`config.mk`:
```
export PLATFORM = sky130hd
export DESIGN_NAME = ysyx_210184_clint
export DESIGN_NICKNAME = d
export VERILOG_FILES = /design/src/rtl/ysyx_210184_clint.sv
export SDC_FILE = /design/constraint.sdc
export NUM_CORES = 1
export LEC_CHECK = 0
export CAP_MARGIN = 40
export CELL_PAD_IN_SITES_DETAIL_PLACEMENT = 0
export CELL_PAD_IN_SITES_GLOBAL_PLACEMENT = 1
export CORE_UTILIZATION = 40
export CTS_CLUSTER_DIAMETER = 200
export DETAILED_ROUTE_END_ITERATION = 7
export PLACE_DENSITY_LB_ADDON = 0.1
export SLEW_MARGIN = 0
export SYNTH_ARGS = -nofsm -noshare
export SYNTH_HDL_FRONTEND = slang
export SYNTH_SLANG_ARGS = --single-unit
```
`constraint.sdc`:
```
create_clock -name clk -period 3.2 [get_ports clk]
set_input_delay 0.8 -clock clk [delete_from_list [all_inputs] [get_ports clk]]
set_output_delay 0.8 -clock clk [all_outputs]
set_load 0.05 [all_outputs]
```
`src/rtl/ysyx_210184_clint.sv`:
```
// Core-local interruptor: msip, mtimecmp and a prescaled free-running mtime
// served as a responder on the core's request/ready memory-access bus.
module ysyx_210184_clint #(
  parameter logic [63:0] BASE_ADDR = 64'h0000_0000_0200_0000,
  parameter int unsigned TICK_DIV  = 1
) (
  input  logic        clk,
  input  logic        rst,
  input  logic        r_ena,
  input  logic        w_ena,
  input  logic [63:0] addr,
  input  logic [63:0] w_data,
  input  logic [63:0] w_mask,
  output logic [63:0] r_data,
  output logic        r_ready,
  output logic        w_ready,
  output logic        mtime_intr,
  output logic        software_intr
);

  localparam int unsigned DW = 64;
  localparam int unsigned IW = 13;
  localparam int unsigned PW = 16;

  localparam logic [DW-1:0] WIN_SIZE     = 64'h0000_0000_0001_0000;
  localparam logic [IW-1:0] IDX_MSIP     = 13'h0000;
  localparam logic [IW-1:0] IDX_MTIMECMP = 13'h0800;
  localparam logic [IW-1:0] IDX_MTIME    = 13'h17FF;
  localparam logic [PW-1:0] PRESC_MAX    = PW'(TICK_DIV - 1);

  typedef enum logic [1:0] {
    IDLE = 2'd0,
    RESP = 2'd1,
    DONE = 2'd2
  } state_e;

  state_e          state_q, state_d;
  logic            is_wr_q, is_wr_d;
  logic [IW-1:0]   idx_q, idx_d;
  logic [DW-1:0]   wdata_q, wdata_d;
  logic [DW-1:0]   wmask_q, wmask_d;
  logic [DW-1:0]   r_data_q, r_data_d;
  logic            r_ready_q, r_ready_d;
  logic            w_ready_q, w_ready_d;
  logic            msip_q, msip_d;
  logic [DW-1:0]   mtimecmp_q, mtimecmp_d;
  logic [DW-1:0]   mtime_q, mtime_d;
  logic [PW-1:0]   presc_q, presc_d;
  logic            intr_q, intr_d;

  logic [DW-1:0]   offset_c;
  logic [DW-1:0]   rd_val_c;
  logic [IW-1:0]   req_idx_c;
  logic            hit_c;
  logic            req_c;
  logic            tick_c;
  logic            commit_c;

  function automatic logic [DW-1:0] merge(input logic [DW-1:0] cur,
                                          input logic [DW-1:0] data,
                                          input logic [DW-1:0] mask);
    return (cur & ~mask) | (data & mask);
  endfunction

  // Unsigned offset compare covers both window bounds in one test.
  assign offset_c  = addr - BASE_ADDR;
  assign hit_c     = offset_c < WIN_SIZE;
  assign req_c     = (r_ena | w_ena) & hit_c;
  assign req_idx_c = offset_c[15:3];
  assign tick_c    = presc_q == PRESC_MAX;
  assign commit_c  = (state_q == RESP) & is_wr_q;

  always_comb begin
    rd_val_c = '0;
    case (req_idx_c)
      IDX_MSIP:     rd_val_c = DW'(msip_q);
      IDX_MTIMECMP: rd_val_c = mtimecmp_q;
      IDX_MTIME:    rd_val_c = mtime_q;
      default:      rd_val_c = '0;
    endcase
  end

  always_ff @(posedge clk or negedge rst) begin
    if (!rst) state_q <= IDLE;
    else      state_q <= state_d;
  end

  always_comb begin
    state_d = state_q;
    case (state_q)
      IDLE:    if (req_c) state_d = RESP;
      RESP:    state_d = DONE;
      DONE:    if (!r_ena && !w_ena) state_d = IDLE;
      default: state_d = IDLE;
    endcase
  end

  always_comb begin
    is_wr_d    = is_wr_q;
    idx_d      = idx_q;
    wdata_d    = wdata_q;
    wmask_d    = wmask_q;
    r_data_d   = r_data_q;
    r_ready_d  = 1'b0;
    w_ready_d  = 1'b0;
    msip_d     = msip_q;
    mtimecmp_d = mtimecmp_q;
    mtime_d    = mtime_q;
    presc_d    = presc_q;
    intr_d     = mtime_q >= mtimecmp_q;

    // Capture the request; a simultaneous read and write is treated as a write.
    if (state_q == IDLE && req_c) begin
      is_wr_d = w_ena;
      idx_d   = req_idx_c;
      wdata_d = w_data;
      wmask_d = w_mask;
      if (w_ena) begin
        w_ready_d = 1'b1;
      end else begin
        r_ready_d = 1'b1;
        r_data_d  = rd_val_c;
      end
    end

    if (tick_c) begin
      presc_d = '0;
      mtime_d = mtime_q + 64'd1;
    end else begin
      presc_d = presc_q + PW'(1);
    end

    // A software write to mtime overrides the tick increment on the same edge.
    if (commit_c) begin
      case (idx_q)
        IDX_MSIP:     msip_d = (msip_q & ~wmask_q[0]) | (wdata_q[0] & wmask_q[0]);
        IDX_MTIMECMP: mtimecmp_d = merge(mtimecmp_q, wdata_q, wmask_q);
        IDX_MTIME:    mtime_d = merge(mtime_q, wdata_q, wmask_q);
        default:      ;
      endcase
    end
  end

  always_ff @(posedge clk or negedge rst) begin
    if (!rst) begin
      is_wr_q    <= 1'b0;
      idx_q      <= '0;
      wdata_q    <= '0;
      wmask_q    <= '0;
      r_data_q   <= '0;
      r_ready_q  <= 1'b0;
      w_ready_q  <= 1'b0;
      msip_q     <= 1'b0;
      mtimecmp_q <= '1;
      mtime_q    <= '0;
      presc_q    <= '0;
      intr_q     <= 1'b0;
    end else begin
      is_wr_q    <= is_wr_d;
      idx_q      <= idx_d;
      wdata_q    <= wdata_d;
      wmask_q    <= wmask_d;
      r_data_q   <= r_data_d;
      r_ready_q  <= r_ready_d;
      w_ready_q  <= w_ready_d;
      msip_q     <= msip_d;
      mtimecmp_q <= mtimecmp_d;
      mtime_q    <= mtime_d;
      presc_q    <= presc_d;
      intr_q     <= intr_d;
    end
  end

  assign r_data        = r_data_q;
  assign r_ready       = r_ready_q;
  assign w_ready       = w_ready_q;
  assign mtime_intr    = intr_q;
  assign software_intr = msip_q;

endmodule

```
== Word-level counts from Yosys, hierarchy flattened ==
Index checks and enable logic that the tools add are counted.

* Word-level logic and storage cells: 64
* Flip-flop bits (word level): 356
* Bits of input ports: 196

* Bitwise logic cells: 14
* Mux-type cells: 12
* Eq/ne operators: 8
* Order comparisons: 2
* Reductions and logical operators: 12
* Add/subtract/negate cells: 3

{| class="wikitable"
|+ Operators by type and width
! cell !! count
|-
| $and 64x64->64 || 3
|-
| $mux 64 || 3
|-
| $pmux 64 s3 || 1
|-
| $or 64x64->64 || 2
|-
| $add 64x1->64 const B || 1
|-
| $ge 64x64->1 || 1
|-
| $lt 64x17->1 const B || 1
|-
| $not 64->64 || 1
|-
| $sub 64x26->64 const B || 1
|-
| $eq 13x12->1 const B || 2
|-
| $eq 13x13->1 const B || 2
|-
| $logic_not 13->1 || 2
|-
| $add 16x1->16 const B || 1
|-
| $logic_not 16->1 || 1
|-
| $mux 16 || 1
|-
| $reduce_and 2->1 || 4
|-
| $pmux 2 s3 || 1
|-
| $and 1x1->1 || 4
|-
| $mux 1 || 4
|-
| $mux 2 || 2
|-
| $ne 2x2->1 const B || 2
|-
| $eq 2x1->1 const B || 1
|-
| $eq 2x2->1 const B || 1
|-
| $logic_and 1x1->1 || 2
|-
| 4 further kinds || 7
|}

== Depth between registers and ports, before layout ==
* Depth in word-level cells: 5
* Mapped depth: 10
* Mapped depth without buffers: 9

== Worst setup path after synthesis ==
OpenSTA, ideal clock, no wires.

* Kind: in2reg
* Start point: in addr[30]
* End point: reg r_data_q[53], in the netlist r_data[53]
* Cell stages on the path: 8
* Setup slack: -270 ps
* Data required time: 3,075 ps
* Data arrival time: 3,345 ps
* Path buffers: 1
* Cells stage by stage: or4_1 nor4_1 xnor2_1 nand3_1 or3_1 nor4_4 buf_6 mux2_2

* Cells in the longest elaborated chain, start to end: 5

{| class="wikitable"
|+ Ends and longest elaborated chain
! element !! line !! RTL
|-
| start, declared || 11 || <nowiki>input logic [63:0] addr,</nowiki>
|-
| $sub 64x26->64 || 66 || <nowiki>assign offset_c = addr - BASE_ADDR;</nowiki>
|-
| $lt 64x17->1 || 67 || <nowiki>assign hit_c = offset_c < WIN_SIZE;</nowiki>
|-
| $and 1x1->1 || 68 || <nowiki>assign req_c = (r_ena | w_ena) & hit_c;</nowiki>
|-
| $logic_and 1x1->1 || 113 || <nowiki>if (state_q == IDLE && req_c) begin</nowiki>
|-
| $reduce_and 2->1 (no source line) || - ||
|-
| end signal, assigned || 163 || <nowiki>r_data_q <= r_data_d;</nowiki>
|-
| end, declared || 42 || <nowiki>logic [DW-1:0] r_data_q, r_data_d;</nowiki>
|}

Every way passes these cells.
A chain may end at the register's enable or synchronous reset.

== Final worst setup path ==
* Start point: in addr[30]
* End point: reg r_data_q[8], in the netlist r_data[8]

Same word-level chain as after synthesis.

==> results_dict.tcl <==
set metrics [dict create \
    cp.required_ps 3640 \
    wl_per_cell_um 20.70 \
    slew_headroom 0.5360 \
    nFillCells 4008 \
    grt_pass1_vias 14840 \
    postSynthCellCount 1649 \
    startpoint_type "primary input" \
    ys_async_sr_fraction 1.000 \
    min_path_type "in -> async" \
    grt_max_degree 69 \
    synth_seq_cells 356 \
    crit_slowest_cell "or4_1" \
    rows 78 \
    synth-edff-count 0 \
    tritoncts "done" \
    crit_type "in -> reg" \
    pin_count 264 \
    ys_seq_area_frac 0.4901 \
    start_util 0.4050 \
    final_area_sq_um 25100 \
    finalClockSkew_ps 25.97 \
    ir_worst_vdd_mv 0.3354 \
    clockBufferDepth 3 \
    crit_top_cell "buf_4" \
    htreeDepth 2 \
    finalCriticalPeriod_ps 3210 \
    dieArea_sq_um 46710 \
    drt_iter0_drc 899 \
    place_area_sq_um 22520 \
    portBuffers 260 \
    min_period_over_period 1.003 \
    mappedNetlistArea_sq_um 18340 \
    status "finished with violations" \
    setup_viol 10 \
    grt_pass1_wl_um 84660 \
    yosys_warnings 0 \
    p_leak_nw 11.05 \
    dieWidth_um 216.1 \
    drive_gt1_frac 0.2609 \
    die_h_um 216.1 \
    critPathArrivalTime_ps 3650 \
    crit_chain "buf_8, buf_6, nor4_4, buf_4, nand4_1, buf_4, or4_1, o211a_1, nand4_1, nor4_4, buf_4, buf_12, buf_12, buf_16, mux2_4" \
    rsz0062_at_grt "yes" \
    num_vias 14510 \
    ant_nets 0 \
    gp_congestion 0.8564 \
    path_buf_inv 8 \
    antenna_found_initial 4 \
    viasPerCell 5.433 \
    synth_cell_types 67 \
    grt_usage 0.2297 \
    path_clk_slew_ps 60 \
    fmax_ghz 0.3115 \
    drc_errors 0 \
    whs_ps 182.2 \
    drv_slew 0 \
    fin_nets 2302 \
    syn_nets 1913 \
    cts-root-buf "clkbuf_16" \
    wl_um 55280 \
    core_region_area_sq_um 45280 \
    worst-path-max-fanout 8 \
    syn2layout_area_growth_pct 36.87 \
    cp_slowest_stage_delay_ps 510 \
    powerDensity_nw_per_um2 399.9 \
    final.setup.worst_slack_ps -10.06 \
    numCtsBuffers 42 \
    holdBufCountCts 0 \
    violations "setup timing" \
    worstMarginPinSlew_ps 689.6 \
    worst_setup_path_end_kind "flip-flop" \
    maxCapViolations 0 \
    synth_ff_type "dfrtp_1" \
    syn_area_per_cell_sq_um 11.12 \
    critPathTopFamily "simple AND/OR/NAND/NOR gates" \
    dp_hpwl_um 37550 \
    clkLatencyLatePin_ps 570 \
    hold_viol 0 \
    drt_first_pass_iters 5 \
    fin_setup_tns_ps -48.02 \
    grt-ovfl-total 0 \
    cts_sinks 356 \
]
-- cells in the mapped netlist, types with 37 or more instances --
| master | count | share of area |
|---|---|---|
| dfrtp_1 | 292 | 0.40 |
| nand2_1 | 186 | 0.038 |
| mux2_2 | 149 | 0.091 |
| mux2_1 | 121 | 0.074 |
| inv_1 | 89 | 0.018 |
| nor2_1 | 76 | 0.016 |
| ha_1 | 68 | 0.046 |
| dfstp_2 | 64 | 0.092 |
| a22o_1 | 63 | 0.030 |
| nand3_1 | 60 | 0.016 |
| a21oi_1 | 58 | 0.016 |
| nand4_1 | 40 | 0.014 |
| a211oi_1 | 37 | 0.015 |
-- worst paths after layout --
path,start,cells after the start,endpoint,slack [ps]
max,addr[30],15,r_data[8],-10
min,rst,1,r_data[53],180
max in group asynchronous,rst,2,asynchronous set/reset pin,2120
min in group clk,r_data[26],1,r_data[26],480
max reg2reg,flip-flop,10,mtime_intr,280
min reg2reg,r_data[26],1,r_data[26],480
-- stage by stage --
step	setup WS, ps	util	power [W]	instances
2_1_floorplan	-159.6	-	0.004633	1649
3_3_place_gp	-830.4	0.4974	0.005078	2555
3_5_place_dp	-852.2	0.4974	0.005079	2555
4_1_cts	-35.50	0.5371	0.01016	2647
5_1_grt	-61.00	0.5543	0.01038	2670
6_report	-10.06	0.5543	0.01004	2671
-- power by group --
part           internal (W)         switching [W]
Combinational      0.000287              0.000220
Sequential          0.00451  0.000000000000000726
Clock               0.00308               0.00195
-- cell type report --
class | instances | area (sq um) | area share
Clock buffer | 61 | 1194 | 0.04755
Inverter | 89 | 334.1 | 0.01331
Sequential cell | 356 | 8989 | 0.3581
Clock inverter | 15 | 236.5 | 0.009420
Multi-Input combinational cell | 1145 | 9328 | 0.3716
Tap cell | 600 | 750.7 | 0.02991
Antenna cell | 1 | 2.502 | 0.00009969
Timing Repair Buffer | 404 | 4269 | 0.1701
-- cell families (layout without fill, tap and decap cells) --
group                    Yosys count  after routing  synth area share
multiplexers                     274            274            0.1680
adder cells (fa/ha/maj)           68             68           0.04639
buffers and inverters            148            569           0.03520
other                              0              1                 0
AO/OA/AOI/OAI                    295            295            0.1171
AND/OR/NAND/NOR                  491            491            0.1351
XOR/XNOR                          17             17          0.008118
flip-flops                       356            356            0.4901
-- metal layers --
metal,up-vias,wire (um),global-route usage
li1,6864,-,-
met1,7257,25020,0.3093
met2,308,26810,0.3855
met3,76,2329,0.03551
met4,6,1084,0.05845
met5,-,36,0
-- repair_timing --
| action | 4_1_cts | 5_1_grt |
|---|---|---|
| setup buffers | 16 | 8 |
| pin swaps | 25 | 22 |
| gates cloned | 2 | 15 |
| gates resized for setup | 86 | 100 |
| endpoints found under the setup margin | 206 | 209 |
| hold endpoints to repair | 0 | 0 |
-- cell usage in the layout (no fill, tap or decap), drive strengths merged, types with 12 or more instances in the layout --
master         count
and3              12
nor2              76
clkdlybuf4s50    235
nor4              28
a211oi            37
nor3              24
dlygate4sd2       12
xnor2             16
nand4             41
mux2             270
nand3             60
a22o              63
nand2            186
dfstp             64
dfrtp            292
o221a             15
a21oi             58
ha                68
buf              139
a21o              25
clkbuf            72
o21ai             36
inv               90
Power figures use the tool's default switching activity.
